`config.mk`:
```
export PLATFORM = sky130hd
export DESIGN_NAME = food_placer
export DESIGN_NICKNAME = d
export VERILOG_FILES = /design/src/rtl/food_placer.sv
export SDC_FILE = /design/constraint.sdc
export NUM_CORES = 1
export LEC_CHECK = 0
export CAP_MARGIN = 25
export CORE_AREA = 3 3 80 90
export DETAILED_ROUTE_END_ITERATION = 10
export DIE_AREA = 0 0 83 93
export PLACE_DENSITY = 0.85
export SLEW_MARGIN = 20
export SYNTH_ARGS = -nofsm -noshare
export SYNTH_HDL_FRONTEND = slang
export SYNTH_SLANG_ARGS = --single-unit
export TNS_END_PERCENT = 20
```
`constraint.sdc`:
```
create_clock -name clk -period 3.4 [get_ports clk]
set_input_delay 0.68 -clock clk [delete_from_list [all_inputs] [get_ports clk]]
set_output_delay 0.68 -clock clk [all_outputs]
set_load 0.005 [all_outputs]
```
`src/rtl/food_placer.sv`:
```
// Food placement for a grid snake game: LFSR candidates, occupancy query handshake,
// eat / refresh detection and retry-exhaustion signalling.
module food_placer #(
   parameter int REFRESH_TICKS = 200,
   parameter int MAX_RETRY     = 16
) (
   input  logic       clk,
   input  logic       rst,
   input  logic [1:0] state,
   input  logic       tick,
   input  logic [5:0] head_x,
   input  logic [5:0] head_y,
   output logic       occ_req,
   output logic [5:0] occ_x,
   output logic [5:0] occ_y,
   input  logic       occ_ack,
   input  logic       occ_hit,
   output logic [5:0] food_x,
   output logic [5:0] food_y,
   output logic       food_valid,
   output logic       grow,
   output logic       place_fail
);

   localparam int CW = $clog2(REFRESH_TICKS + 1);
   localparam int RW = $clog2(MAX_RETRY + 1);

   typedef enum logic [1:0] {IDLE, GEN, QUERY, COMMIT} fsm_t;

   fsm_t          fsm_q, fsm_d;
   logic [15:0]   lfsr_q, lfsr_d;
   logic [CW-1:0] refresh_q, refresh_d;
   logic [RW-1:0] retry_q, retry_d;
   logic          play_prev_q, play_prev_d;
   logic          occ_req_q, occ_req_d;
   logic [5:0]    occ_x_q, occ_x_d, occ_y_q, occ_y_d;
   logic [5:0]    food_x_q, food_x_d, food_y_q, food_y_d;
   logic          food_valid_q, food_valid_d;
   logic          grow_q, grow_d;
   logic          place_fail_q, place_fail_d;

   logic          playing;
   logic          reject;
   logic [5:0]    cand_x, cand_y;

   assign playing = (state == 2'b01);
   // Offsets of one keep candidates off the wall ring at row/column 0.
   assign cand_x  = (lfsr_q[5:0] % 6'd38) + 6'd1;
   assign cand_y  = (lfsr_q[11:6] % 6'd28) + 6'd1;

   always_comb begin
      fsm_d        = fsm_q;
      lfsr_d       = {lfsr_q[14:0], lfsr_q[15] ^ lfsr_q[13] ^ lfsr_q[12] ^ lfsr_q[10]};
      refresh_d    = refresh_q;
      retry_d      = retry_q;
      play_prev_d  = playing;
      occ_req_d    = occ_req_q;
      occ_x_d      = occ_x_q;
      occ_y_d      = occ_y_q;
      food_x_d     = food_x_q;
      food_y_d     = food_y_q;
      food_valid_d = food_valid_q;
      grow_d       = 1'b0;
      place_fail_d = 1'b0;
      reject       = 1'b0;

      if (!playing) begin
         fsm_d        = IDLE;
         occ_req_d    = 1'b0;
         food_x_d     = 6'd10;
         food_y_d     = 6'd20;
         food_valid_d = 1'b0;
         refresh_d    = '0;
         retry_d      = '0;
      end else begin
         case (fsm_q)
            IDLE: begin
               if (!play_prev_q) begin
                  fsm_d = GEN;
               end else if (tick) begin
                  if (refresh_q == CW'(REFRESH_TICKS - 1)) begin
                     refresh_d    = '0;
                     food_valid_d = 1'b0;
                     fsm_d        = GEN;
                  end else begin
                     refresh_d = refresh_q + CW'(1);
                  end
               end
            end
            GEN: begin
               occ_x_d = cand_x;
               occ_y_d = cand_y;
               if (cand_x == head_x && cand_y == head_y) begin
                  reject = 1'b1;
               end else begin
                  occ_req_d = 1'b1;
                  fsm_d     = QUERY;
               end
            end
            QUERY: begin
               if (occ_ack) begin
                  occ_req_d = 1'b0;
                  if (occ_hit) begin
                     reject = 1'b1;
                     fsm_d  = GEN;
                  end else begin
                     fsm_d = COMMIT;
                  end
               end
            end
            COMMIT: begin
               food_x_d     = occ_x_q;
               food_y_d     = occ_y_q;
               food_valid_d = 1'b1;
               retry_d      = '0;
               refresh_d    = '0;
               fsm_d        = IDLE;
            end
            default: fsm_d = IDLE;
         endcase

         if (reject) begin
            if (retry_q == RW'(MAX_RETRY - 1)) begin
               place_fail_d = 1'b1;
               retry_d      = '0;
            end else begin
               retry_d = retry_q + RW'(1);
            end
         end

         // Eating overrides a refresh landing on the same cycle.
         if (food_valid_q && head_x == food_x_q && head_y == food_y_q) begin
            grow_d       = 1'b1;
            food_valid_d = 1'b0;
            refresh_d    = '0;
            fsm_d        = GEN;
         end
      end
   end

   always_ff @(posedge clk or negedge rst) begin
      if (!rst) begin
         fsm_q        <= IDLE;
         lfsr_q       <= 16'hACE1;
         refresh_q    <= '0;
         retry_q      <= '0;
         play_prev_q  <= 1'b0;
         occ_req_q    <= 1'b0;
         occ_x_q      <= '0;
         occ_y_q      <= '0;
         food_x_q     <= 6'd10;
         food_y_q     <= 6'd20;
         food_valid_q <= 1'b0;
         grow_q       <= 1'b0;
         place_fail_q <= 1'b0;
      end else begin
         fsm_q        <= fsm_d;
         lfsr_q       <= lfsr_d;
         refresh_q    <= refresh_d;
         retry_q      <= retry_d;
         play_prev_q  <= play_prev_d;
         occ_req_q    <= occ_req_d;
         occ_x_q      <= occ_x_d;
         occ_y_q      <= occ_y_d;
         food_x_q     <= food_x_d;
         food_y_q     <= food_y_d;
         food_valid_q <= food_valid_d;
         grow_q       <= grow_d;
         place_fail_q <= place_fail_d;
      end
   end

   assign occ_req    = occ_req_q;
   assign occ_x      = occ_x_q;
   assign occ_y      = occ_y_q;
   assign food_x     = food_x_q;
   assign food_y     = food_y_q;
   assign food_valid = food_valid_q;
   assign grow       = grow_q;
   assign place_fail = place_fail_q;

endmodule

```
==> impl_metrics.prom, run 1 <==
# TYPE chip_impl_metric gauge
chip_impl_info{name="run_status",value="finished, final reports clean"} 1
chip_impl_metric{name="synth_sequential_area_ratio",unit="%"} 46.8
chip_impl_metric{name="power.density_cell_area",unit="nW/um^2"} 403
chip_impl_metric{name="dr_total_vias",unit=""} 2501
chip_impl_metric{name="grt_antenna_before_repair",unit=""} 0
chip_impl_metric{name="layout_min_cycle_time",unit="ps"} 3170
chip_impl_metric{name="placed_cells",unit=""} 425
chip_impl_metric{name="fp-row-count",unit=""} 31
chip_impl_metric{name="insertedDiodeCount",unit=""} 0
chip_impl_metric{name="detail_route.wl_per_cell",unit="um"} 17.5
chip_impl_metric{name="peak_clock_frequency_supported_by_timing",unit="GHz"} 0.316
chip_impl_metric{name="final_hold_viol_count",unit=""} 0
chip_impl_metric{name="port-buffer-count",unit=""} 46
chip_impl_metric{name="finalWeightedCongestion",unit=""} 0.816
chip_impl_metric{name="synthToLayoutAreaGrowth",unit="%"} 23.8
chip_impl_metric{name="clock_path_buffers",unit=""} 2
chip_impl_metric{name="postCtsSetupRepairBufs",unit=""} 0
chip_impl_info{name="timing.critical_path.max_delay_family",value="simple AND/OR/NAND/NOR gates"} 1
chip_impl_info{name="cts_tree",value="done"} 1
chip_impl_metric{name="ir_worst_vdd",unit="mV"} 0.280
chip_impl_metric{name="wl",unit="um"} 7710
chip_impl_metric{name="setup_viol",unit=""} 0
chip_impl_metric{name="clock_skew",unit="ps"} 10.8
chip_impl_metric{name="critical_path.max_stage_delay",unit="ps"} 580
chip_impl_metric{name="cts_hold_buf",unit=""} 0
chip_impl_info{name="synth_top_area_cell",value="dfrtp_1"} 1
chip_impl_metric{name="placeableCoreArea",unit="um^2"} 6440
chip_impl_metric{name="floorplan.die_area",unit="um^2"} 7720
chip_impl_metric{name="crit_path_arrival_time",unit="ps"} 3400
chip_impl_metric{name="synth-seq-cells",unit=""} 60
chip_impl_metric{name="clkLatencyLatePin",unit="ps"} 350
chip_impl_metric{name="slew-limit-headroom",unit="%"} 54.7
chip_impl_info{name="synth.area.top_cells",value="dfrtp_1 (37%), dfstp_2 (9.7%), xnor2_1 (4.6%), ha_1 (4.3%), mux2i_1 (4.0%)"} 1
chip_impl_metric{name="syn_area",unit="um^2"} 3240
chip_impl_info{name="timing.hold.worst.class",value="in2async"} 1
chip_impl_metric{name="synth_edf_count",unit=""} 0
chip_impl_info{name="yosys_most_used_dff",value="dfrtp_1"} 1
chip_impl_metric{name="cp_data_required_time",unit="ps"} 3640
chip_impl_info{name="critPathMostFrequentCell",value="o21ai_0"} 1
chip_impl_info{name="crit_chain",value="inv_1 -> o21ai_0 -> o21ai_0 -> ha_1 -> xor2_1 -> nor3_1 -> nand4b_1 -> nor4_2 -> and4_4 -> a41oi_2 -> a31o_1 -> a21o_1"} 1
chip_impl_metric{name="period_share",unit="%"} 93.1
chip_impl_metric{name="cts_resized",unit=""} 0
chip_impl_metric{name="dpl.hpwl",unit="um"} 5290
chip_impl_metric{name="via_count_of_the_first_global_routing_pass",unit=""} 2513
chip_impl_metric{name="initial_util",unit="%"} 50.3
chip_impl_metric{name="timing.critical_path.fanout_max",unit=""} 7
chip_impl_metric{name="synthesis.yosys.warnings",unit=""} 0
chip_impl_metric{name="layout-drive-gt1-share",unit="%"} 16.4
chip_impl_metric{name="grt.total_usage",unit="%"} 21.5
chip_impl_metric{name="first_pass_iters",unit=""} 7
chip_impl_metric{name="initialDrtViolationCount",unit=""} 141
chip_impl_metric{name="cts-buffers-inserted",unit=""} 9
chip_impl_metric{name="drc",unit=""} 0
chip_impl_metric{name="total_count_of_max_transition_violations_in_the_final_report",unit=""} 0
chip_impl_metric{name="post_synth_inst_count",unit=""} 302
chip_impl_metric{name="chipWidth",unit="um"} 83
chip_impl_info{name="critPathCaptureType",value="register"} 1
chip_impl_metric{name="nets",unit=""} 384
chip_impl_info{name="setup_repair_after_global_routing_missed_its_margin",value="false"} 1
chip_impl_info{name="cts_root_buffer",value="clkbuf_8"} 1
chip_impl_metric{name="power_leakage",unit="nW"} 1.65
chip_impl_metric{name="ctsHtreeMaxLevel",unit=""} 3
chip_impl_metric{name="io_pins",unit=""} 47
chip_impl_info{name="critical_path.slowest_cell",value="dfstp_2"} 1
chip_impl_metric{name="synthDominantCellAreaShare",unit="%"} 37.1
chip_impl_info{name="timing.rr.start",value="lfsr_q[5]$_DFF_PN1_"} 1
chip_impl_metric{name="number_of_distinct_library_cells_after_synthesis",unit=""} 69
chip_impl_metric{name="crit_buf_inv",unit=""} 1
chip_impl_info{name="critPathLaunchType",value="register"} 1
chip_impl_metric{name="layoutNonFillerInstCount",unit=""} 441
chip_impl_info{name="setup.worst_path.class",value="reg2reg"} 1
chip_impl_metric{name="clock-sinks",unit=""} 60
chip_impl_metric{name="tightest_slew",unit="ps"} 678
chip_impl_metric{name="async_reset_ff_share",unit="%"} 100
chip_impl_metric{name="maxCapViolCount",unit=""} 0
chip_impl_metric{name="global_route_wire_length_before_repair",unit="um"} 13000
chip_impl_metric{name="finalSetupTns",unit="ps"} 0
chip_impl_metric{name="die-height",unit="um"} 93
chip_impl_metric{name="synth.net_count",unit=""} 332
chip_impl_metric{name="synth.avg_cell_area",unit="um^2"} 10.7
chip_impl_info{name="critical_path_source",value="lfsr_q[5]$_DFF_PN1_"} 1
chip_impl_metric{name="viasPerCell",unit=""} 5.67
chip_impl_metric{name="route.antenna.remaining_nets",unit=""} 0
chip_impl_metric{name="grt_max_degree",unit=""} 36
chip_impl_metric{name="path_clk_slew",unit="ps"} 70
chip_impl_metric{name="grt_overflow",unit=""} 0
## layout by cell type, fill, tap and decap left out, types with 3 or more instances in the layout
cell type / netlist / routed
dfrtp_1: 48 / 48
clkdlybuf4s50_1: 0 / 45
nand2_1: 23 / 23
nor2_1: 22 / 22
o21ai_1: 20 / 20
xnor2_1: 17 / 17
mux2i_1: 13 / 13
nand3_1: 12 / 12
clkbuf_8: 0 / 12
dfstp_2: 12 / 12
inv_1: 11 / 11
ha_1: 11 / 11
xor2_1: 9 / 9
a21oi_1: 7 / 7
nand2b_1: 6 / 6
o21ai_0: 6 / 6
nor3_1: 5 / 5
and3_1: 5 / 5
mux2_2: 5 / 5
and2_1: 3 / 3
a21o_1: 3 / 3
nor2b_1: 3 / 3
nand4_1: 3 / 3
buf_4: 2 / 3
## worst paths after layout
path / to / slack, ps / depth (start not counted)
setup / recovery: retry_q[3]$_DFFE_PN0P_ / 230 / 12
hold / removal: play_prev_q$_DFF_PN0_ / 330 / 1
setup reg to reg: retry_q[3]$_DFFE_PN0P_ / 230 / 12
hold reg to reg: lfsr_q[15]$_DFF_PN1_ / 360 / 0
max in group asynchronous: lfsr_q[5]$_DFF_PN1_ / 2180 / 2
min in group clk: lfsr_q[15]$_DFF_PN1_ / 360 / 0
## worst reg2reg max path: stages, from the launching register on
cell,delay (ps)
dfstp_2,580
inv_1,100
o21ai_0,170
o21ai_0,110
ha_1,310
xor2_1,140
nor3_1,180
nand4b_1,190
nor4_2,360
and4_4,330
a41oi_2,190
a31o_1,230
a21o_1,170
## layout make-up
class	instances	area (um^2)
Fill cell	509	2430
Multi-Input combinational cell	221	1630
Sequential cell	60	1520
Timing Repair Buffer	49	478
Clock buffer	12	165
Tap cell	82	103
Clock inverter	4	70.1
Inverter	13	48.8
## stage by stage
stage | worst slack (ps) | hold slack (ps) | cell area, um^2 | util [%] | power (W)
after floorplan | 644 | 333 | 3240 | - | 0.000801
after global placement | 389 | 338 | 3770 | 58.6 | 0.000870
after detailed placement | 275 | 347 | 3770 | 58.6 | 0.000873
after CTS | 251 | 336 | 4010 | 62.2 | 0.00163
after global routing | 57.4 | 364 | 4010 | 62.2 | 0.00167
final | 234 | 327 | 4010 | 62.2 | 0.00161
## layer usage
metal / vias to the layer above / part of all wire, % / GRT usage [%]
met5: - / 0 / 0
met4: 0 / 2.2 / 6.95
met3: 15 / 5.2 / 6.78
met2: 76 / 51 / 36.3
met1: 1235 / 42 / 26.3
li1: 1175 / - / -
## registers in the layout, indices dropped and copies added (netlist names)
name	flops
place_fail	1
food_y	6
retry_q	5
refresh_q	8
lfsr_q	16
fsm_q	2
occ_req	1
occ_y	6
food_valid	1
play_prev_q	1
occ_x	6
grow	1
food_x	6
## synth_stat cells, types with 2 or more instances
cell / instances
nand3_1: 12
dfrtp_1: 48
a21o_1: 3
mux2i_1: 13
inv_1: 11
nor2b_1: 3
nand2_1: 23
dfstp_2: 12
nand4b_1: 2
xor2_1: 9
a32oi_1: 2
nor3_1: 5
o21ai_0: 6
a31oi_1: 2
nor2_1: 22
inv_2: 2
ha_1: 11
nor3b_2: 2
buf_4: 2
and2_1: 3
and3_1: 5
mux2_2: 5
a211oi_1: 2
nand4_1: 3
a21oi_1: 7
o21ai_1: 20
clkbuf_1: 4
xnor2_1: 17
nand2b_1: 6
## power breakdown
group          total (W)  internal [W]  leakage (nW)  switching [W]
combinational   0.000127     0.0000598         0.735      0.0000669
clock           0.000754      0.000470         0.122       0.000284
sequential      0.000735      0.000725         0.788     0.00000967
## logic make-up (layout without fill, tap and decap cells)
| logic type | after synthesis | after routing | share of synthesized area [%] |
|---|---|---|---|
| xor gates and xnor gates | 28 | 28 | 8.23 |
| adders and majority gates | 12 | 12 | 4.60 |
| buffers and inverters | 21 | 78 | 2.94 |
| and+or+nand+nor | 98 | 98 | 16.6 |
| muxes | 19 | 19 | 6.22 |
| AOI/OAI and AO/OA | 64 | 64 | 14.6 |
| DFF | 60 | 60 | 46.8 |
Note: power is estimated with default switching activity, not from simulation.
==> run 2, diff against run 1 <==
--- a/config.mk
+++ b/config.mk
@@ -7,6 +7,7 @@
 export LEC_CHECK = 0
 export CAP_MARGIN = 25
 export CORE_AREA = 3 3 80 90
+export CTS_CLUSTER_DIAMETER = 100
 export DETAILED_ROUTE_END_ITERATION = 10
 export DIE_AREA = 0 0 83 93
 export PLACE_DENSITY = 0.85
==> results of run 2 <==
The final DEF is identical to that of run 1; final timing and power are the same.
==> run 3, diff against run 2 <==
--- a/config.mk
+++ b/config.mk
@@ -10,6 +10,7 @@
 export CTS_CLUSTER_DIAMETER = 100
 export DETAILED_ROUTE_END_ITERATION = 10
 export DIE_AREA = 0 0 83 93
+export GPL_TIMING_DRIVEN = 0
 export PLACE_DENSITY = 0.85
 export SLEW_MARGIN = 20
 export SYNTH_ARGS = -nofsm -noshare
==> run 3 against run 2 <==
  * Final area grew 0.72%
  * Setup slack better by 37 ps
  * Maximum frequency up 1.2%
  * Clock power shrank 13%
  * First-iteration DRC count shrank 12%
  * Critical path depth unchanged
  * Critical path type unchanged
  * Largest cell class unchanged
==> impl_metrics.prom, run 3 (same netlist as run 1, synthesis figures left out) <==
# TYPE chip_impl_metric gauge
chip_impl_metric{name="final_hold_viol_count",unit=""} 0
chip_impl_metric{name="detail_route.wl_per_cell",unit="um"} 16.3
chip_impl_metric{name="grt_max_degree",unit=""} 48
chip_impl_metric{name="maxCapViolCount",unit=""} 0
chip_impl_info{name="critPathLaunchType",value="register"} 1
chip_impl_metric{name="clkLatencyLatePin",unit="ps"} 340
chip_impl_metric{name="clock_path_buffers",unit=""} 2
chip_impl_metric{name="cp_data_required_time",unit="ps"} 3640
chip_impl_metric{name="dr_total_vias",unit=""} 2489
chip_impl_metric{name="fp-row-count",unit=""} 31
chip_impl_info{name="critPathMostFrequentCell",value="o21ai_0"} 1
chip_impl_metric{name="total_count_of_max_transition_violations_in_the_final_report",unit=""} 0
chip_impl_metric{name="via_count_of_the_first_global_routing_pass",unit=""} 2557
chip_impl_metric{name="layout-drive-gt1-share",unit="%"} 16.4
chip_impl_metric{name="floorplan.die_area",unit="um^2"} 7720
chip_impl_metric{name="synthToLayoutAreaGrowth",unit="%"} 24.7
chip_impl_info{name="cts_tree",value="done"} 1
chip_impl_metric{name="placeableCoreArea",unit="um^2"} 6440
chip_impl_metric{name="initial_util",unit="%"} 50.3
chip_impl_info{name="crit_chain",value="inv_1 -> o21ai_0 -> o21ai_0 -> ha_1 -> xor2_1 -> nor3_1 -> nand4b_1 -> nor4_2 -> and4_4 -> a41oi_2 -> a31o_1 -> a21o_1"} 1
chip_impl_metric{name="drc",unit=""} 0
chip_impl_metric{name="grt_overflow",unit=""} 0
chip_impl_metric{name="cts-buffers-inserted",unit=""} 9
chip_impl_metric{name="port-buffer-count",unit=""} 46
chip_impl_metric{name="viasPerCell",unit=""} 5.57
chip_impl_metric{name="cts_hold_buf",unit=""} 0
chip_impl_metric{name="insertedDiodeCount",unit=""} 0
chip_impl_metric{name="nets",unit=""} 390
chip_impl_metric{name="path_clk_slew",unit="ps"} 70
chip_impl_metric{name="clock-sinks",unit=""} 60
chip_impl_info{name="setup_repair_after_global_routing_missed_its_margin",value="false"} 1
chip_impl_metric{name="peak_clock_frequency_supported_by_timing",unit="GHz"} 0.320
chip_impl_info{name="mostFrequentLayoutCells",value="dfrtp_1 (48), clkdlybuf4s50_1 (45), nand2_1 (23)"} 1
chip_impl_metric{name="post-place-ws",unit="ps"} 267
chip_impl_metric{name="route.antenna.remaining_nets",unit=""} 0
chip_impl_metric{name="power_leakage",unit="nW"} 1.66
chip_impl_metric{name="tightest_slew",unit="ps"} 721
chip_impl_metric{name="initialDrtViolationCount",unit=""} 124
chip_impl_info{name="critical_path.slowest_cell",value="dfstp_2"} 1
chip_impl_metric{name="chipWidth",unit="um"} 83
chip_impl_info{name="critPathCaptureType",value="register"} 1
chip_impl_metric{name="finalWeightedCongestion",unit=""} 0.811
chip_impl_info{name="cts_root_buffer",value="clkbuf_8"} 1
chip_impl_metric{name="power.density_cell_area",unit="nW/um^2"} 378
chip_impl_info{name="run_status",value="finished, final reports clean"} 1
chip_impl_info{name="max_flop_register",value="lfsr_q"} 1
chip_impl_metric{name="clock_skew",unit="ps"} 10.4
chip_impl_metric{name="grt_antenna_before_repair",unit=""} 0
chip_impl_metric{name="timing.critical_path.fanout_max",unit=""} 7
chip_impl_metric{name="utilization",unit="%"} 62.7
chip_impl_metric{name="setup_slack",unit="ps"} 271
chip_impl_info{name="largestRegisters",value="lfsr_q: 16 flops, refresh_q: 8 flops"} 1
chip_impl_metric{name="cts_resized",unit=""} 0
chip_impl_metric{name="postCtsSetupRepairBufs",unit=""} 0
chip_impl_metric{name="die-height",unit="um"} 93
chip_impl_metric{name="ctsHtreeMaxLevel",unit=""} 3
chip_impl_metric{name="ir_worst_vdd",unit="mV"} 0.256
chip_impl_metric{name="global_route_wire_length_before_repair",unit="um"} 12100
chip_impl_info{name="leading_cell_type_in_the_layout_fill_and_taps_excluded",value="dfrtp_1"} 1
chip_impl_metric{name="final.hold.worst_slack",unit="ps"} 189
chip_impl_metric{name="slew-limit-headroom",unit="%"} 51.9
chip_impl_info{name="timing.hold.worst.class",value="in2async"} 1
chip_impl_metric{name="grt.total_usage",unit="%"} 20.1
chip_impl_metric{name="setup_viol",unit=""} 0
chip_impl_metric{name="wl",unit="um"} 7290
chip_impl_metric{name="crit_path_arrival_time",unit="ps"} 3370
chip_impl_metric{name="first_pass_iters",unit=""} 4
chip_impl_metric{name="critical_path.max_stage_delay",unit="ps"} 580
chip_impl_info{name="setup.worst_path.class",value="reg2reg"} 1
chip_impl_metric{name="io_pins",unit=""} 47
chip_impl_metric{name="layout_min_cycle_time",unit="ps"} 3130
chip_impl_metric{name="period_share",unit="%"} 92.0
chip_impl_metric{name="dpl.hpwl",unit="um"} 5500
chip_impl_metric{name="largest_reg_flops",unit=""} 16
==> run 3: cell type report <==
type	instances	area (um^2)
flip-flops and latches	60	1520
repair buffers	47	485
multi-input cells	221	1630
well taps	82	103
plain buffers	8	46.3
inverters	13	48.8
fillers	541	2400
clock buffers	16	210
==> run 3: per-stage QoR <==
stage | TNS (ps) | std cells | cell area, um^2 | total power, W
after global placement | -8780 | 430 | 3800 | 0.000870
after global routing | 0 | 447 | 4040 | 0.00158
after floorplan | 0 | 302 | 3240 | 0.000801
final | 0 | 447 | 4040 | 0.00152
after CTS | 0 | 447 | 4040 | 0.00154
after detailed placement | 0 | 431 | 3820 | 0.000878
==> run 3: report_power, final <==
group,switching (W),internal [W]
combinational,0.0000675,0.0000624
clock,0.000273,0.000385
sequential,0.0000102,0.000725
==> run 3: path summary, 6_finish.rpt <==
| check | startpoint | endpoint | slack [ps] | cells past startpoint |
|---|---|---|---|---|
| worst max-delay path | lfsr_q[5]$_DFF_PN1_ | retry_q[3]$_DFFE_PN0P_ | 270 | 12 |
| worst min-delay path | rst | refresh_q[6]$_DFFE_PN0P_ | 190 | 1 |
| worst max register to register | lfsr_q[5]$_DFF_PN1_ | retry_q[3]$_DFFE_PN0P_ | 270 | 12 |
| worst min register to register | lfsr_q[14]$_DFF_PN0_ | lfsr_q[15]$_DFF_PN1_ | 360 | 0 |
| max in group asynchronous | rst | lfsr_q[10]$_DFF_PN1_ | 2660 | 2 |
| min in group clk | lfsr_q[14]$_DFF_PN0_ | lfsr_q[15]$_DFF_PN1_ | 360 | 0 |
==> run 3: per-layer routing <==
metal	wire length (um)	GRT usage [%]	vias up
met5	0	0	-
met4	204	9.13	0
met3	305	5.73	19
met2	3700	34.6	66
met1	3080	23.2	1221
li1	-	-	1183
==> run 3: critical path: cells and delay by family (launching register included) <==
family                   cells  cell delay, ps
XOR/XNOR                     1             160
AO/OA/AOI/OAI                5             920
buffers and inverters        1              90
flip-flops                   1             580
AND/OR/NAND/NOR              4             950
adder cells (fa/ha/maj)      1             320
